$ cat src/rtl/alimentador_instrucoes_pkg.sv
// Shared definitions for the instruction feeder: FSM state encoding, opcode
// constants and the opcode decode helper.
package alimentador_instrucoes_pkg;

    localparam int unsigned WORD_W = 16;
    localparam int unsigned OP_W   = 3;
    localparam int unsigned OP_MSB = 8;
    localparam int unsigned OP_LSB = 6;

    typedef enum logic [2:0] {
        ST_IDLE   = 3'd0,
        ST_EMITE  = 3'd1,
        ST_IMED   = 3'd2,
        ST_ESPERA = 3'd3,
        ST_FIM    = 3'd4
    } estado_t;

    localparam logic [OP_W-1:0] OP_MV  = 3'b000;
    localparam logic [OP_W-1:0] OP_MVI = 3'b001;
    localparam logic [OP_W-1:0] OP_ADD = 3'b010;
    localparam logic [OP_W-1:0] OP_SUB = 3'b011;

    // True when the instruction word carries a trailing immediate word
    function automatic logic eh_mvi(input logic [WORD_W-1:0] palavra);
        return palavra[OP_MSB:OP_LSB] == OP_MVI;
    endfunction

endpackage

$ cat src/rtl/alimentador_instrucoes_memoria.sv
// Program storage: synchronous write, combinational read, no reset so the
// loaded program survives a reset of the feeder.
module memoria_programa
    import alimentador_instrucoes_pkg::*;
#(
    parameter  int unsigned DEPTH = 32,
    localparam int unsigned AW    = $clog2(DEPTH)
) (
    input  logic              clk_i,
    input  logic              wr_en_i,
    input  logic [AW-1:0]     wr_addr_i,
    input  logic [WORD_W-1:0] wr_data_i,
    input  logic [AW-1:0]     rd_addr_i,
    output logic [WORD_W-1:0] rd_data_o
);

    logic [WORD_W-1:0] mem_q [DEPTH];

    // Write port
    always_ff @(posedge clk_i) begin
        if (wr_en_i) begin
            mem_q[wr_addr_i] <= wr_data_i;
        end
    end

    assign rd_data_o = mem_q[rd_addr_i];

endmodule

$ cat src/rtl/alimentador_instrucoes.sv
// Instruction feeder: streams a loaded program word by word onto the
// processor DIN bus, pulsing Run per instruction and waiting for Done.
// Optional Done watchdog enabled by defining ALIMENTADOR_TIMEOUT_EN.
module alimentador_instrucoes
    import alimentador_instrucoes_pkg::*;
#(
    parameter  int unsigned PROG_DEPTH  = 32,
    parameter  int unsigned TIMEOUT_CYC = 16,
    localparam int unsigned AW          = $clog2(PROG_DEPTH)
) (
    input  logic              Clock,
    input  logic              Resetn,
    input  logic              Start,
    input  logic [AW:0]       Len,
    input  logic              WrEn,
    input  logic [AW-1:0]     WrAddr,
    input  logic [WORD_W-1:0] WrData,
    input  logic              Done,
    output logic [WORD_W-1:0] DIN,
    output logic              Run,
    output logic              Busy,
    output logic              Fim,
    output logic [AW-1:0]     PC,
    output logic              Erro
);

    localparam int unsigned CW = AW + 1;

    // Reject parameter sets the addressing cannot represent
    if (TIMEOUT_CYC == 0 || PROG_DEPTH != (1 << AW)) begin : g_param_chk
        $error("alimentador_instrucoes: PROG_DEPTH must be a power of two and TIMEOUT_CYC > 0");
    end

    estado_t           estado_q;
    logic [CW-1:0]     cnt_q;
    logic [CW-1:0]     len_q;
    logic [WORD_W-1:0] din_q;
    logic              run_q;
    logic              busy_q;
    logic              fim_q;

    logic              wr_ok;
    logic [AW-1:0]     rd_addr;
    logic [WORD_W-1:0] rd_data;
    logic [WORD_W-1:0] palavra_ini;

`ifdef ALIMENTADOR_TIMEOUT_EN
    localparam int unsigned TW = $clog2(TIMEOUT_CYC + 1);
    logic [TW-1:0] tmo_q;
    logic          erro_q;
    assign Erro = erro_q;
`else
    assign Erro = 1'b0;
`endif

    // Loads only land while the feeder is idle
    assign wr_ok = WrEn & ~busy_q;

    memoria_programa #(.DEPTH(PROG_DEPTH)) u_memoria (
        .clk_i     (Clock),
        .wr_en_i   (wr_ok),
        .wr_addr_i (WrAddr),
        .wr_data_i (WrData),
        .rd_addr_i (rd_addr),
        .rd_data_o (rd_data)
    );

    // Read address: word 0 at launch, the following word during EMITE,
    // the current PC when resuming from ESPERA
    always_comb begin
        rd_addr = cnt_q[AW-1:0];
        case (estado_q)
            ST_IDLE:  rd_addr = '0;
            ST_EMITE: rd_addr = cnt_q[AW-1:0] + AW'(1);
            default:  ;
        endcase
    end

    // A write to word 0 in the launch cycle is forwarded to the first issue
    assign palavra_ini = (wr_ok && (WrAddr == '0)) ? WrData : rd_data;

    // Sequencer with registered bus outputs; cnt_q is the unwrapped word count
    always_ff @(posedge Clock or negedge Resetn) begin
        if (!Resetn) begin
            estado_q <= ST_IDLE;
            cnt_q    <= '0;
            len_q    <= '0;
            din_q    <= '0;
            run_q    <= 1'b0;
            busy_q   <= 1'b0;
            fim_q    <= 1'b0;
`ifdef ALIMENTADOR_TIMEOUT_EN
            tmo_q    <= '0;
            erro_q   <= 1'b0;
`endif
        end else begin
            case (estado_q)
                ST_IDLE: begin
                    if (Start) begin
                        len_q  <= Len;
                        cnt_q  <= '0;
                        busy_q <= 1'b1;
`ifdef ALIMENTADOR_TIMEOUT_EN
                        erro_q <= 1'b0;
`endif
                        if (Len != '0) begin
                            estado_q <= ST_EMITE;
                            din_q    <= palavra_ini;
                            run_q    <= 1'b1;
                        end else begin
                            estado_q <= ST_FIM;
                            fim_q    <= 1'b1;
                        end
                    end
                end
                ST_EMITE: begin
                    run_q <= 1'b0;
                    cnt_q <= cnt_q + CW'(1);
`ifdef ALIMENTADOR_TIMEOUT_EN
                    tmo_q <= '0;
`endif
                    if (eh_mvi(din_q)) begin
                        estado_q <= ST_IMED;
                        din_q    <= rd_data;
                    end else begin
                        estado_q <= ST_ESPERA;
                    end
                end
                ST_IMED: begin
                    cnt_q    <= cnt_q + CW'(1);
                    estado_q <= ST_ESPERA;
`ifdef ALIMENTADOR_TIMEOUT_EN
                    tmo_q    <= '0;
`endif
                end
                ST_ESPERA: begin
                    if (Done) begin
                        if (cnt_q >= len_q) begin
                            estado_q <= ST_FIM;
                            din_q    <= '0;
                            fim_q    <= 1'b1;
                        end else begin
                            estado_q <= ST_EMITE;
                            din_q    <= rd_data;
                            run_q    <= 1'b1;
                        end
                    end
`ifdef ALIMENTADOR_TIMEOUT_EN
                    else if (tmo_q == TW'(TIMEOUT_CYC - 1)) begin
                        erro_q   <= 1'b1;
                        estado_q <= ST_FIM;
                        din_q    <= '0;
                        fim_q    <= 1'b1;
                    end else begin
                        tmo_q <= tmo_q + TW'(1);
                    end
`endif
                end
                ST_FIM: begin
                    fim_q    <= 1'b0;
                    busy_q   <= 1'b0;
                    estado_q <= ST_IDLE;
                end
                default: estado_q <= ST_IDLE;
            endcase
        end
    end

    assign DIN  = din_q;
    assign Run  = run_q;
    assign Busy = busy_q;
    assign Fim  = fim_q;
    assign PC   = cnt_q[AW-1:0];

endmodule

$ cat config.mk
export PLATFORM = sky130hd
export DESIGN_NAME = alimentador_instrucoes
export DESIGN_NICKNAME = d
export VERILOG_FILES = /design/src/rtl/alimentador_instrucoes_pkg.sv /design/src/rtl/alimentador_instrucoes_memoria.sv /design/src/rtl/alimentador_instrucoes.sv
export SDC_FILE = /design/constraint.sdc
export NUM_CORES = 1
export LEC_CHECK = 0
export BUFFER_PORTS_ARGS = -buffer_cell sky130_fd_sc_hd__buf_2
export CAP_MARGIN = 20
export CELL_PAD_IN_SITES_DETAIL_PLACEMENT = 0
export CELL_PAD_IN_SITES_GLOBAL_PLACEMENT = 1
export CORE_UTILIZATION = 35
export DETAILED_ROUTE_END_ITERATION = 10
export PLACE_DENSITY_LB_ADDON = 0.1
export SETUP_SLACK_MARGIN = 0.5
export SLEW_MARGIN = 20
export SYNTH_ARGS = -nofsm -noshare
export SYNTH_HDL_FRONTEND = slang
export SYNTH_SLANG_ARGS = --single-unit
$ cat constraint.sdc
create_clock -name Clock -period 3.3 [get_ports Clock]
set_clock_uncertainty 0.2 [all_clocks]
set_input_delay 0.66 -clock Clock [delete_from_list [all_inputs] [get_ports Clock]]
set_output_delay 0.66 -clock Clock [all_outputs]
set_load 0.01 [all_outputs]
* Yosys cells after proc, flatten, opt, wreduce, memory -nomap -nowiden *
Memory sizes are Yosys's and may differ from the RTL's.
Index checks and enable logic that the tools add are counted.

cells by class
  bitwise gates (word level) = 2
  magnitude comparators = 1
  equality and inequality tests = 12
  reductions and logical operators = 16
  muxes and demuxes = 30
  $add $sub $neg = 2

operators by type and width
  kind                                                                    count
  16-bit 2-to-1 mux                                                       6
  16-bit case mux with 3 select lines                                     1
  5-bit AND reduction                                                     3
  2-bit inequality test (second input constant)                           7
  1-bit 2-to-1 mux                                                        12
  3-bit 2-to-1 mux                                                        4
  3-bit case mux with 4 select lines                                      1
  6-bit case mux with 2 select lines                                      1
  5-bit case mux with 2 select lines                                      1
  2-bit AND reduction                                                     4
  6-bit by 1-bit adder with 6-bit output (second input constant)          1
  3-bit by 1-bit equality test with 1-bit output (second input constant)  2
  3-bit by 2-bit equality test with 1-bit output (second input constant)  2
  6-bit greater-or-equal comparator                                       1
  6-bit 2-to-1 mux                                                        1
  1-bit case mux with 3 select lines                                      2
  3-bit nonzero test                                                      2
  6-bit nonzero test                                                      1
  5-bit by 1-bit adder with 5-bit output (second input constant)          1
  5-bit logical NOT                                                       1
  2-bit nonzero test                                                      2
  3-bit equality test (second input constant)                             1
  3-bit logical NOT                                                       1
  1-bit case mux with 2 select lines                                      1
  other kinds (4)                                                         4

word-level totals
  bits of input ports = 32
  memory bits (writable) = 512
  logic and storage cells = 71
  memories kept = 1
  bits in registers = 34

memories
  memory           words  bits a word  read ports  clocked after Yosys merged registers in  write ports  RTL line                              source
  u_memoria.mem_q  32     16           1           0                                        1            alimentador_instrucoes_memoria.sv:17  logic [WORD_W-1:0] mem_q [DEPTH];

* Longest topological paths before layout *
  word-level depth = 7
  depth in mapped cells = 10

* Hierarchy *
A second synthesis with hierarchy kept.

second synthesis, totals
  cell total of the unflattened synthesis = 1394
  area total of the unflattened synthesis = 22437.8 µm²

by module, submodules not included
  module                  cells an instance  area an instance (µm²)  seq. area each (µm²)  times used
  memoria_programa        1127               20215.6                 15374.7               1
  alimentador_instrucoes  267                2222.1                  850.8                 1

* Least setup slack after synthesis *
Ideal clock, no wire load.

  path kind = register -> register
  start point = reg cnt_q[0]
  end point = reg din_q[12], in the netlist DIN[12]
  cell stages (with the launch flop) = 10
  clock period less this slack = 2.658 ns
  arrival time = 2.364 ns
  setup slack = 0.642 ns
  buffers on the path = 2
  cells stage by stage = dfrtp_1 > ha_1 > and3_1 > a21oi_1 > buf_2 > clkbuf_1 > mux2_2 > a22oi_1 > nand4_1 > a211oi_1

on the way
  cells in the longest elaborated chain, start to end = 7
  elaborated cells on any way between the ends = 11
  classes of those cells = add/sub (1); order compare (1); mux (8); memory (1)

RTL lines
  item                                    RTL line                       source
  start: declaration                      alimentador_instrucoes.sv:35   logic [CW-1:0] cnt_q;
  start signal: assignment                alimentador_instrucoes.sv:118  cnt_q <= cnt_q + CW'(1);
  start signal: assignment                alimentador_instrucoes.sv:130  cnt_q <= cnt_q + CW'(1);
  5-bit by 1-bit adder with 5-bit output  alimentador_instrucoes.sv:74   ST_EMITE: rd_addr = cnt_q[AW-1:0] + AW'(1);
  5-bit case mux with 2 select lines      alimentador_instrucoes.sv:72   case (estado_q)
  memory 32 x 16 bit                      --
  16-bit 2-to-1 mux                       alimentador_instrucoes.sv:80   assign palavra_ini = (wr_ok && (WrAddr == '0)) ? WrData : rd_data;
  16-bit 2-to-1 mux                       alimentador_instrucoes.sv:106  if (Len != '0) begin
  16-bit 2-to-1 mux                       alimentador_instrucoes.sv:99   if (Start) begin
  16-bit case mux with 3 select lines *   alimentador_instrucoes.sv:97   case (estado_q)
  end signal: assignment                  alimentador_instrucoes.sv:108  din_q <= palavra_ini;
  end signal: assignment                  alimentador_instrucoes.sv:124  din_q <= rd_data;
  end signal: assignment                  alimentador_instrucoes.sv:144  din_q <= rd_data;
  end: declaration                        alimentador_instrucoes.sv:37   logic [WORD_W-1:0] din_q;

Every way passes the cells marked *; elsewhere a longest branch is shown, timed or not. The select of a mux whose other input is x is not followed.
A chain may end at the register's enable or synchronous reset.

* Final worst setup path *
  start point = reg cnt_q[1]
  end point = reg din_q[8], in the netlist DIN[8]

The elaborated chain is that of the path after synthesis.

==> out/results.md <==
- **result of the run** finished clean
- **most frequent cell after synthesis** sky130_fd_sc_hd__edfxtp_1
- **area share of the leading cell type in the synthesized netlist** 0.669
- **Die Height** 258 µm
- **average routed wire per standard cell** 26.9 µm
- **Yosys top cell by area** sky130_fd_sc_hd__edfxtp_1
- **via count of the first global-routing pass** 12900
- **NumNets Final** 1633
- **DP Worst Slack** 0.0563 ns
- **most used flip-flop cell after synthesis** sky130_fd_sc_hd__edfxtp_1
- **area of the die** 66700 µm²
- **drt total wl** 67.2 mm
- **initial antenna violation count** 6
- **site row count** 93
- **CTS clk-pin slew, worst paths** 0.06 ns
- **number of sinks on the clock net** 546
- **worst reg2reg path endpoint** DIN[8]$_DFFE_PN0P_
- **area of the core** 64700 µm²
- **final setup margin** 0.421 ns
- **library cell used as clock root buffer** sky130_fd_sc_hd__clkbuf_16
- **residual antenna-violating net count after detailed routing** 0
- **routability cong.** 0.776
- **GRT overflow** 0
- **type of element launching the critical path** flop
- **number of max-slew violations in the final report** 0
- **post-route fraction of the period consumed by the critical path** 0.873
- **internal reg-to-reg setup slack** 0.42 ns
- **setup tns final** 0 ns
- **Avg Cell Area, Syn** 16.7 µm²
- **global-route total usage across every layer** 0.204
- **number of port buffers** 55
- **total number of vias** 12900
- **critical path required time** 3.62 ns
- **part of the Yosys area used for sequential elements** 0.706
- **area added between synthesis and finish** 23.3%
- **dominant cells by area after synthesis** sky130_fd_sc_hd__edfxtp_1, sky130_fd_sc_hd__mux2i_1, sky130_fd_sc_hd__mux2_2
- **first-pass GRT wire length** 96.9 mm
- **CP startpoint** cnt_q[1]$_DFFE_PN0P_
- **capturing element type of the critical path** flop
- **H-Tree Level Count** 2
- **Detailed Place HPWL** 39.9 mm
- **instance count after placement with tap cells included** 2340
- **Yosys reg bits** 546
- **drt initial violations** 854
- **clock tree from TritonCTS** yes
- **maximum fanout count along the critical path** 8
- **arrival time of data at the critical path endpoint** 3.20 ns
- **number of failing setup endpoints in the final timing report** 0
- **Critical Path End** DIN[8]$_DFFE_PN0P_
- **Hold Path Class** in -> reg
- **synthesized cell area** 23000 µm²
- **total clock buffers created by CTS** 61
- **pin count of the biggest net entering global routing** 35
- **initial standard-cell utilization of the core** 0.355
- **Post-synth EDFFs** 512
- **I/O pin count** 57
- **relative max-transition margin** 0.476
- **proportion of layout cells with a drive suffix above 1** 0.335
- **leakage power of the design** 10.4 nW
- **depth of the most critical reg-to-reg path** 11
- **highest attainable clock frequency** 347 MHz
- **total of warnings raised by yosys** 0
- **Post-Syn Nets** 1416
- **transition time at the pin with the least slew margin** 0.786 ns
- **shortest period the worst path allows** 2.88 ns
- **max-cap violation count** 0
- **DIE WIDTH** 258 µm
- **total power divided by cell area** 975 nW/µm²
- **Commonest cells post-synth** sky130_fd_sc_hd__edfxtp_1, sky130_fd_sc_hd__mux2i_1, sky130_fd_sc_hd__mux2_2, sky130_fd_sc_hd__nor2_1, sky130_fd_sc_hd__a22oi_1
- **Synth cell types** 54
- **remaining design rule violation count** 0
- **maximum root-to-sink buffer count** 3
- **Finished Layout Cells** 2502
- **Max VDD drop** 552 µV
- **ys async rst share** 0.0623
- **mean number of vias per cell** 5.17
- **reg-to-reg startpoint** cnt_q[1]$_DFFE_PN0P_
- **setup repair after global routing missed its margin** yes
- **drt pass-1 iters** 5
- **category of the most critical setup path** reg -> reg
- **number of hold violations in the final report** 0
- **later-pin clock latency in the skew report** 0.63 ns
- **post-synthesis cell count** 1377
## cell families after synthesis
family	after synthesis	share of synthesized area
flops	546	0.706
mux	388	0.176
compound gates	173	0.0532
simple gates	168	0.0346
buf+inv	92	0.0249
fa+ha+maj	7	0.00381
xor+xnor	2	0.000763
other cells	1	0.000163
## timing repair
item / in CTS / in global routing
endpoints found under the hold margin: 0 / 14
gates resized for setup: 100 / 12
cloned: 16 / 1
pin swaps: 37 / 14
endpoints found under the setup margin: 16 / 20
setup buffers: 27 / 0
hold buffers: 0 / 1
## area by class of cell
| class | count | area [µm²] |
|---|---|---|
| Sequential cell | 546 | 16200 |
| Fill cell | 5825 | 36400 |
| Antenna cell | 4 | 10.0 |
| Multi-Input combinational cell | 739 | 6590 |
| Clock inverter | 41 | 369 |
| Clock buffer | 71 | 1560 |
| Inverter | 12 | 45.0 |
| Tap cell | 855 | 1070 |
| Timing Repair Buffer | 234 | 2440 |
## critical path: stages (launching register included)
cell,delay [ns]
sky130_fd_sc_hd__dfrtp_1,0.39
sky130_fd_sc_hd__ha_1,0.32
sky130_fd_sc_hd__and3_4,0.16
sky130_fd_sc_hd__a21oi_4,0.17
sky130_fd_sc_hd__buf_12,0.14
sky130_fd_sc_hd__buf_16,0.14
sky130_fd_sc_hd__buf_12,0.11
sky130_fd_sc_hd__buf_16,0.13
sky130_fd_sc_hd__mux2_4,0.32
sky130_fd_sc_hd__a22oi_2,0.30
sky130_fd_sc_hd__nand4_1,0.14
sky130_fd_sc_hd__a211oi_1,0.24
## registers in the layout, indices dropped and copies added (netlist names)
register	cells
DIN	16
estado_q	3
Busy	1
len_q	6
Run	1
cnt_q	6
Fim	1
u_memoria.mem_q	512
## how the worst min path moves through the flow
| stage | start | depth (start not counted) | end |
|---|---|---|---|
| after CTS | Resetn | 1 | estado_q[0]$_DFFE_PN0P_ |
| after floorplan | Resetn | 0 | Busy$_DFFE_PN0P_ |
| after global routing | Len[0] | 2 | len_q[0]$_DFFE_PN0P_ |
| after global placement | len_q[0]$_DFFE_PN0P_ | 1 | len_q[0]$_DFFE_PN0P_ |
| after detailed placement | len_q[0]$_DFFE_PN0P_ | 1 | len_q[0]$_DFFE_PN0P_ |
| final | Len[0] | 2 | len_q[0]$_DFFE_PN0P_ |
## layout by cell type, fill, tap and decap left out, types with 5 or more instances in the layout
cell / n
sky130_fd_sc_hd__mux2i_1: 257
sky130_fd_sc_hd__buf_12: 15
sky130_fd_sc_hd__buf_2: 55
sky130_fd_sc_hd__nor3_1: 20
sky130_fd_sc_hd__nand4_1: 17
sky130_fd_sc_hd__clkinv_2: 11
sky130_fd_sc_hd__clkbuf_1: 10
sky130_fd_sc_hd__buf_16: 25
sky130_fd_sc_hd__mux2_1: 8
sky130_fd_sc_hd__a22oi_1: 22
sky130_fd_sc_hd__o21ai_1: 7
sky130_fd_sc_hd__inv_1: 9
sky130_fd_sc_hd__nand3_1: 7
sky130_fd_sc_hd__mux2_4: 9
sky130_fd_sc_hd__bufinv_16: 6
sky130_fd_sc_hd__dfrtp_1: 32
sky130_fd_sc_hd__o21ai_0: 6
sky130_fd_sc_hd__o22ai_1: 5
sky130_fd_sc_hd__a31oi_1: 5
sky130_fd_sc_hd__buf_6: 17
sky130_fd_sc_hd__ha_1: 7
sky130_fd_sc_hd__nand2_1: 21
sky130_fd_sc_hd__clkinv_1: 14
sky130_fd_sc_hd__clkinvlp_4: 5
sky130_fd_sc_hd__clkbuf_16: 62
sky130_fd_sc_hd__o21a_1: 18
sky130_fd_sc_hd__a22oi_2: 42
sky130_fd_sc_hd__edfxtp_1: 512
sky130_fd_sc_hd__a211oi_2: 13
sky130_fd_sc_hd__nor2_2: 31
sky130_fd_sc_hd__a21oi_1: 33
sky130_fd_sc_hd__buf_4: 118
sky130_fd_sc_hd__mux2_2: 114
sky130_fd_sc_hd__nor2_1: 41
## per-stage QoR
stage                util  instance area, µm²  hold slack [ns]  total power, W
CTS                 0.436               28200           0.0201          0.0278
global route        0.438               28300           0.0715          0.0288
finish              0.438               28300           0.0893          0.0276
global placement    0.388               25100            0.273          0.0183
floorplan               -               23000            0.164          0.0150
detailed placement  0.388               25100            0.282          0.0183
## report_power, final
group / leakage, nW / total (W) / switching (W) / internal [W]
sequential: 5.00 / 0.00804 / 0.000222 / 0.00782
combinational: 4.45 / 0.0130 / 0.00624 / 0.00672
clock: 0.936 / 0.00660 / 0.00276 / 0.00385
total: 10.4 / 0.0276 / 0.00922 / 0.0184
## layer usage
layer / routed length [µm] / track usage / vias to the layer above
met1: 31900 / 0.298 / 6693
li1: - / - / 5880
met3: 2720 / 0.0231 / 84
met4: 1170 / 0.0457 / 4
met2: 31400 / 0.327 / 264
met5: 22 / 0 / -
Power figures use the tool's default switching activity.
